`src/rtl/fpu_mul_pkg.sv`:
```
// Shared types and helpers for the iterative radix-4 mantissa multiplier.
// Optional build macro: FPU_MUL_ZERO_SKIP_EN (see fpu_mul_iter.sv).
package fpu_mul_pkg;

    // Controller states of the multiplier
    typedef enum logic [1:0] {
        IDLE = 2'd0,
        CALC = 2'd1,
        DONE = 2'd2
    } state_t;

    // Radix-4 iteration count: operand width rounded up to even, halved
    function automatic int iters(input int width);
        return (width + 1) / 2;
    endfunction

    localparam int DEF_WIDTH = 27;
    // Edges from accept to the done edge for the default width
    localparam int LATENCY   = iters(DEF_WIDTH) + 1;

endpackage

```
`src/rtl/fpu_mul_pp_sel.sv`:
```
// Radix-4 partial-product selector: picks 0, a, 2a or 3a from two multiplier bits.
module fpu_mul_pp_sel #(
    parameter int WIDTH = 27
) (
    input  logic [1:0]       sel,
    input  logic [WIDTH-1:0] a,
    input  logic [WIDTH+1:0] a3,
    output logic [WIDTH+1:0] pp
);

    // Pure multiplexer; 3a is precomputed so no adder sits on this path
    always_comb begin
        pp = '0;
        case (sel)
            2'd0: pp = '0;
            2'd1: pp = (WIDTH+2)'(a);
            2'd2: pp = (WIDTH+2)'({a, 1'b0});
            2'd3: pp = a3;
            default: pp = '0;
        endcase
    end

endmodule

```
`src/rtl/fpu_mul_iter.sv`:
```
// Multi-cycle unsigned mantissa multiplier, radix-4 shift-add, start/done handshake.
// Optional build macro: FPU_MUL_ZERO_SKIP_EN -- a zero operand finishes one edge after accept.
module fpu_mul_iter
    import fpu_mul_pkg::*;
#(
    parameter int WIDTH = 27
) (
    input  logic                 clk,
    input  logic                 rst,
    input  logic                 start,
    input  logic [WIDTH-1:0]     a,
    input  logic [WIDTH-1:0]     b,
    output logic                 ready,
    output logic                 done,
    output logic [2*WIDTH-1:0]   product
);

    localparam int WP    = WIDTH + (WIDTH % 2);
    localparam int AW    = 2 * WP;
    localparam int ITERS = iters(WIDTH);
    localparam int CW    = $clog2(ITERS + 1);
    localparam logic [CW-1:0] LAST_CNT = CW'(ITERS);

    state_t               r_state;
    logic [WIDTH-1:0]     r_a;
    logic [WIDTH+1:0]     r_a3;
    logic [WP-1:0]        r_b;
    logic [AW-1:0]        r_acc;
    logic [CW-1:0]        r_cnt;
    logic                 r_ready;
    logic                 r_done;
    logic [2*WIDTH-1:0]   r_product;

    logic [WIDTH+1:0]     w_a3_in;
    logic [WIDTH+1:0]     w_pp;
    logic [AW-1:0]        w_pp_shift;
    logic [CW:0]          w_shamt;
    logic                 w_finish;

    assign w_a3_in    = (WIDTH+2)'(a) + ((WIDTH+2)'(a) << 1);
    assign w_shamt    = {r_cnt, 1'b0};
    assign w_pp_shift = AW'(w_pp) << w_shamt;

    fpu_mul_pp_sel #(.WIDTH(WIDTH)) u_pp_sel (
        .sel (r_b[1:0]),
        .a   (r_a),
        .a3  (r_a3),
        .pp  (w_pp)
    );

`ifdef FPU_MUL_ZERO_SKIP_EN
    logic r_zero;

    // Remember whether either operand was zero so the iterations can be skipped
    always_ff @(posedge clk or posedge rst) begin
        if (rst) begin
            r_zero <= 1'b0;
        end else if (r_state == IDLE && start) begin
            r_zero <= (a == '0) || (b == '0);
        end
    end

    assign w_finish = (r_cnt == LAST_CNT) || r_zero;
`else
    assign w_finish = (r_cnt == LAST_CNT);
`endif

    // Controller, operand/accumulator datapath and registered handshake outputs
    always_ff @(posedge clk or posedge rst) begin
        if (rst) begin
            r_state   <= IDLE;
            r_a       <= '0;
            r_a3      <= '0;
            r_b       <= '0;
            r_acc     <= '0;
            r_cnt     <= '0;
            r_ready   <= 1'b1;
            r_done    <= 1'b0;
            r_product <= '0;
        end else begin
            case (r_state)
                IDLE: begin
                    r_done <= 1'b0;
                    if (start) begin
                        r_a     <= a;
                        r_a3    <= w_a3_in;
                        r_b     <= WP'(b);   // pad bits forced to zero
                        r_acc   <= '0;
                        r_cnt   <= '0;
                        r_ready <= 1'b0;
                        r_state <= CALC;
                    end
                end
                CALC: begin
                    if (w_finish) begin
                        // Exact product always fits in the low 2*WIDTH bits
                        r_product <= r_acc[2*WIDTH-1:0];
                        r_done    <= 1'b1;
                        r_state   <= DONE;
                    end else begin
                        r_acc <= r_acc + w_pp_shift;
                        r_b   <= r_b >> 2;
                        r_cnt <= r_cnt + 1'b1;
                    end
                end
                DONE: begin
                    r_done  <= 1'b0;
                    r_ready <= 1'b1;
                    r_state <= IDLE;
                end
                default: begin
                    r_done  <= 1'b0;
                    r_ready <= 1'b1;
                    r_state <= IDLE;
                end
            endcase
        end
    end

    assign ready   = r_ready;
    assign done    = r_done;
    assign product = r_product;

endmodule

```
`config.mk`:
```
export PLATFORM = sky130hd
export DESIGN_NAME = fpu_mul_iter
export DESIGN_NICKNAME = d
export VERILOG_FILES = /design/src/rtl/fpu_mul_pkg.sv /design/src/rtl/fpu_mul_pp_sel.sv /design/src/rtl/fpu_mul_iter.sv
export SDC_FILE = /design/constraint.sdc
export NUM_CORES = 1
export LEC_CHECK = 0
export ABC_AREA = 1
export BUFFER_PORTS_ARGS = -buffer_cell sky130_fd_sc_hd__buf_2
export CORE_MARGIN = 3
export CORE_UTILIZATION = 45
export DETAILED_ROUTE_END_ITERATION = 10
export SLEW_MARGIN = 10
export SYNTH_ARGS = -nofsm -noshare
export SYNTH_HDL_FRONTEND = slang
export SYNTH_SLANG_ARGS = --single-unit
```
`constraint.sdc`:
```
create_clock -name clk -period 21 [get_ports clk]
set_clock_uncertainty 0.15 [all_clocks]
set_input_delay 6.3 -clock clk [delete_from_list [all_inputs] [get_ports clk]]
set_output_delay 6.3 -clock clk [all_outputs]
set_load 0.01 [all_outputs]
```
Yosys cells after proc, flatten, opt, wreduce, memory -nomap -nowiden
Index checks and enable logic that the tools add are counted.
{ "classes": {"n_addsub": 3, "multipliers": 0, "n_div": 0, "magnitude_cmp": 0, "eq_ne": 8, "shift": 1, "n_mux": 17, "n_bitwise": 1, "n_reduce_logical": 8} }
{ "ops": {"columns": ["operator", "n"], "rows": [
  ["29-bit case mux with 4 select lines", 1],
  ["56-bit two-way mux", 2],
  ["56-bit case mux with 2 select lines", 1],
  ["56-bit adder", 1],
  ["28-bit two-way mux", 2],
  ["28-bit case mux with 2 select lines", 1],
  ["29-bit by 5-bit << shifter with 56-bit output", 1],
  ["27-bit by 28-bit adder with 29-bit output", 1],
  ["4-bit two-way mux", 2],
  ["4-bit case mux with 2 select lines", 1],
  ["2-bit AND reduction", 4],
  ["2-bit inequality test, second input constant", 3],
  ["4-bit by 1-bit adder with 4-bit output, second input constant", 1],
  ["2-bit by 1-bit equality test with 1-bit output, second input constant", 2],
  ["2-bit equality test, second input constant", 2],
  ["4-bit equality test, second input constant", 1],
  ["2-bit zero test", 2],
  ["2-bit two-way mux", 2],
  ["2-bit case mux with 2 select lines", 1],
  ["1-bit two-way mux", 3],
  ["3-bit AND reduction", 1],
  ["1-bit case mux with 2 select lines", 1],
  ["2-bit nonzero test", 1],
  ["1-bit inverter", 1]
]} }
{ "word_totals": {"reg_bits": 202, "latch_bits": 0, "ramBits": 0, "romBits": 0, "inputBits": 57, "out_inout_bits": 56, "wordCells": 47, "n_memories": 0} }

Longest topological paths before layout
{ "logic_depth": {"word_depth": 6, "ltp_mapped": 26, "ltp_nobuf": 26} }

Cells and area by module
A second synthesis with hierarchy kept.
{ "unflattened": {"cells_unflattened": 2592, "area_unflattened_um2": 16365.7} }
{ "by_module_without_submodules": {"columns": ["module", "n_inst", "cells_each", "area_per_inst_um2", "seq_area_each_um2"], "rows": [
  ["fpu_mul_iter", 1, 2460, 15579.9, 4956.0],
  ["fpu_mul_pp_sel", 1, 132, 785.8, 0.0]
]} }

Worst setup path before layout
No wires, ideal clock.
{ "synth_timing": {"path_kind": "input-to-reg", "startpoint": "in a[0]", "endpoint": "reg r_a3[17]", "setup_ns": 0.118, "arrival_ns": 8.075, "t_required_ns": 20.732, "slack_ns": 12.658, "cell_stages": 13, "path_buffers": 0, "path_cell_list": "ha_1 > inv_1 > fa_1 > inv_1 > nand2_1 > o21ai_0 > a21oi_1 > o21ai_0 > nand2_1 > nand2_1 > nand2_1 > nand3_1 > nand2_1"} }
{ "synth_via": {"elab_chain_cells": 1} }
{ "synth_rtl": {"columns": ["item", "line_no", "text"], "rows": [
  ["start: declaration", "fpu_mul_iter.sv:11", "input logic [WIDTH-1:0] a,"],
  ["27-bit by 28-bit adder with 29-bit output", "fpu_mul_iter.sv:40", "assign w_a3_in = (WIDTH+2)'(a) + ((WIDTH+2)'(a) << 1);"],
  ["end signal: assignment", "fpu_mul_iter.sv:86", "r_a3 <= w_a3_in;"],
  ["end: declaration", "fpu_mul_iter.sv:26", "logic [WIDTH+1:0] r_a3;"]
]} }
Every way passes these cells.
A chain may end at the register's enable or synchronous reset.

Worst setup path in the final report
{ "layout_timing": {"startpoint": "in a[1]", "endpoint": "reg r_a3[17]"} }
The elaborated chain is that of the path after synthesis.

==> results.md <==
* First-pass DRT Iterations at 6
* Cells after Synth at between 2000 and 3000
* Area Overhead vs Synth at 9.471%
* Final Max Slew Viols at 0
* # DRC at 0
* Antenna violations before repair at 0
* F_max at ~120 MHz
* Crit-path max FO at 5
* Gpl congestion at approximately 1.0
* Mean routed wirelength per cell at 18.70 µm
* Die span in y at 193.8 µm
* Initial Util at between 40% and 50%
* Unrepaired setup endpoints after global routing: no
* Worst Hold Class: register to register
* CTS clock-pin slew for the worst setup and hold paths at approximately 0.080 ns
* Htree depth at 4
* Total track usage at around 30%
* Min Hold Slack at approximately 0.32 ns
* Crit path arrival time at roughly 8.9 ns
* Syn. warnings at 0
* Post-synth EDFFs at 0
* Post-CTS sizing at 0
* Worst-skew pair later-pin latency at roughly 0.47 ns
* Postcts setup bufs at 0
* Hold Buf Count CTS at 0
* Status: finished, final reports clean
* NumNets Final at between 2000 and 3000
* CTS Sinks at a little under 200
* Largest net degree at the start of global routing at 91
* CTS buffer count at 17
* Worst Tran Pin Value at approximately 1.1 ns
* Hold Fails Final Rpt at 0
* Syn avg cell area at 6.269 µm²
* # port buffers at 112
* Layout cells sized above 1 at slightly above 7%
* Hpwl dp at 45930 µm
* Via count at about 17000
* Register area share after synthesis at a little under a third
* Vias per cell at 5.444
* Final wirelength at roughly 57000 µm
* DIE AREA at between 0.03 and 0.04 mm²
* Critical path's top delay family: compound AO/OA/AOI/OAI gates
* Synthesized Nets at 2680
* Boundary Pins at about 110
* Vias in the first global route at between 15000 and 20000
* CP startpoint kind: input port
* Row count at between 60 and 70
* Mapped cell area at between 0.015 and 0.02 mm²
* Remaining Overflow, GRT at 0
* Clock Path Buffers at 2
* Critical Path Max Stage Delay at approximately 0.73 ns
* CP required at 21.20 ns
* Clk root buf: clkbuf_16
* Final period util at about two fifths
* Die X-Extent at roughly 190 µm
* Core area at about 0.035 mm²
* Ys flop type: dfrtp_1
* Post-Layout Inst Area at around 0.017 mm²
* Yosys cell types at 42
* Post-route setup TNS at 0 ns
* Fin crit period at 8.643 ns
* Fraction of registers with async set/reset at 100.0%
* Critical path endpoint category: register
* Area after DPL at roughly 0.017 mm²
* Global-route wire length before repair at between 80000 and 90000 µm
* CP Cell Sequence: buf_2 > ha_1 > inv_1 > fa_1 > inv_1 > nand2_1 > o21ai_0 > a21oi_1 > o21ai_0 > nand2_1 > nand2_1 > nand2_1 > nand3_1 > nand2_1
* Slew margin rel. at a little under a quarter
* Worst Path Class, Setup: input port to register
* Post-layout util at roughly 50%
* ANT nets after route at 0
* CTS tree: built
* Max Cap Violations at 0
* Critical-path top delay cell: o21ai_0
* CP bufs+invs at 3
* Number of synthesized register bits at 198
* First DRT Iteration DRCs at 1286
* Final setup viols at 0
* Worst path most repeated cell: nand2_1
## per-stage QoR
stage,worst slack [ns],instances
finish,12.36,3069
floorplan,9.154,2533
global placement,11.96,3036
detailed placement,11.90,3036
global route,12.10,3068
CTS,12.39,3068
## layout make-up
class | count | area, µm²
inverter | 329 | 1242
antenna | 1 | 2.502
clock inverter | 13 | 156.4
sequential | 198 | 4956
clock buffer | 19 | 432.9
fill | 3673 | 17250
timing repair buffer | 127 | 673.1
multi-input combinational | 1927 | 9350
tap | 455 | 569.3
## logic make-up (layout without fill, tap and decap cells)
family	count (synthesis)	in the layout	synth area share (%)
simple gates	1438	1438	36.83
compound gates	386	386	14.08
other cells	0	1	0
mux	7	7	0.4413
xor+xnor	6	6	0.3310
flops	198	198	31.21
fa+ha+maj	90	90	7.186
buf+inv	408	488	9.920
## placed cells by master (no fill, tap or decap), drive strengths merged, types with 10 or more instances in the layout
cell     Yosys  final
o21ai      169    169
nor3        18     18
nand2      963    963
a21oi       97     97
o22ai       17     17
clkbuf      53     19
o211ai      65     65
buf         26    127
dfrtp      197    197
nand3      189    189
nand4       39     39
nor2       202    202
o2111ai     10     10
or2         15     15
ha          88     88
inv        327    335
## final timing paths
check / start / to / slack, ns / cells after the start
setup / recovery: a[1] / r_a3[17] / 12.36 / 14
hold / removal: product[37] / product[37] / 0.32 / 2
setup reg to reg: r_b[0] / r_acc[50] / 16.31 / 18
hold reg to reg: product[37] / product[37] / 0.32 / 2
max in group asynchronous: rst / r_acc[44] / 13.68 / 3
min in group asynchronous: rst / product[3] / 5.77 / 2
## sequential cells by signal (all words and copies together), names as in the netlist
register  flops
done          1
product      54
r_a          27
r_a3         28
r_acc        54
r_b          27
r_cnt         4
r_state       2
ready         1
## cell usage after synthesis, drive strengths merged (8+ instances only)
master,number,area (µm²)
or2,15,93.84
clkbuf,53,198.9
o22ai,17,112.6
a21oi,97,485.5
nor3,18,90.09
ha,88,1101
nand3,189,945.9
nand4,39,244.0
o211ai,65,503.0
nor2,202,773.2
o21ai,169,845.8
o21bai,9,67.56
inv,327,1227
dfrtp,197,4930
o2111ai,10,87.58
nand2,963,3620
buf,26,141.4
a31oi,8,50.05
## worst register-to-register path: stages (launching register included)
cell and delay (ns):
dfrtp_1 0.51, inv_2 0.13, nand2_1 0.44, o211ai_2 0.24, or2_1 0.27, o211ai_1 0.11, nand3_1 0.13, nand3_1 0.14
nand2_1 0.14, ha_1 0.41, nand2_1 0.13, nor2_1 0.29, nand2_1 0.22, nor4_1 0.60, nand3_1 0.33, nand2_1 0.14
nand2_1 0.05, nand3_1 0.06, nand2_1 0.06
## layer usage
layer	GRT usage (%)	vias up	routed length [µm]
li1	-	8309	-
met1	40.30	7799	25230
met2	50.24	503	27050
met3	3.284	98	2925
met4	11.36	0	2187
met5	0	-	0
Power is not shown: default switching activity piles up to over one toggle a cycle in this logic, so the estimate is an artifact.
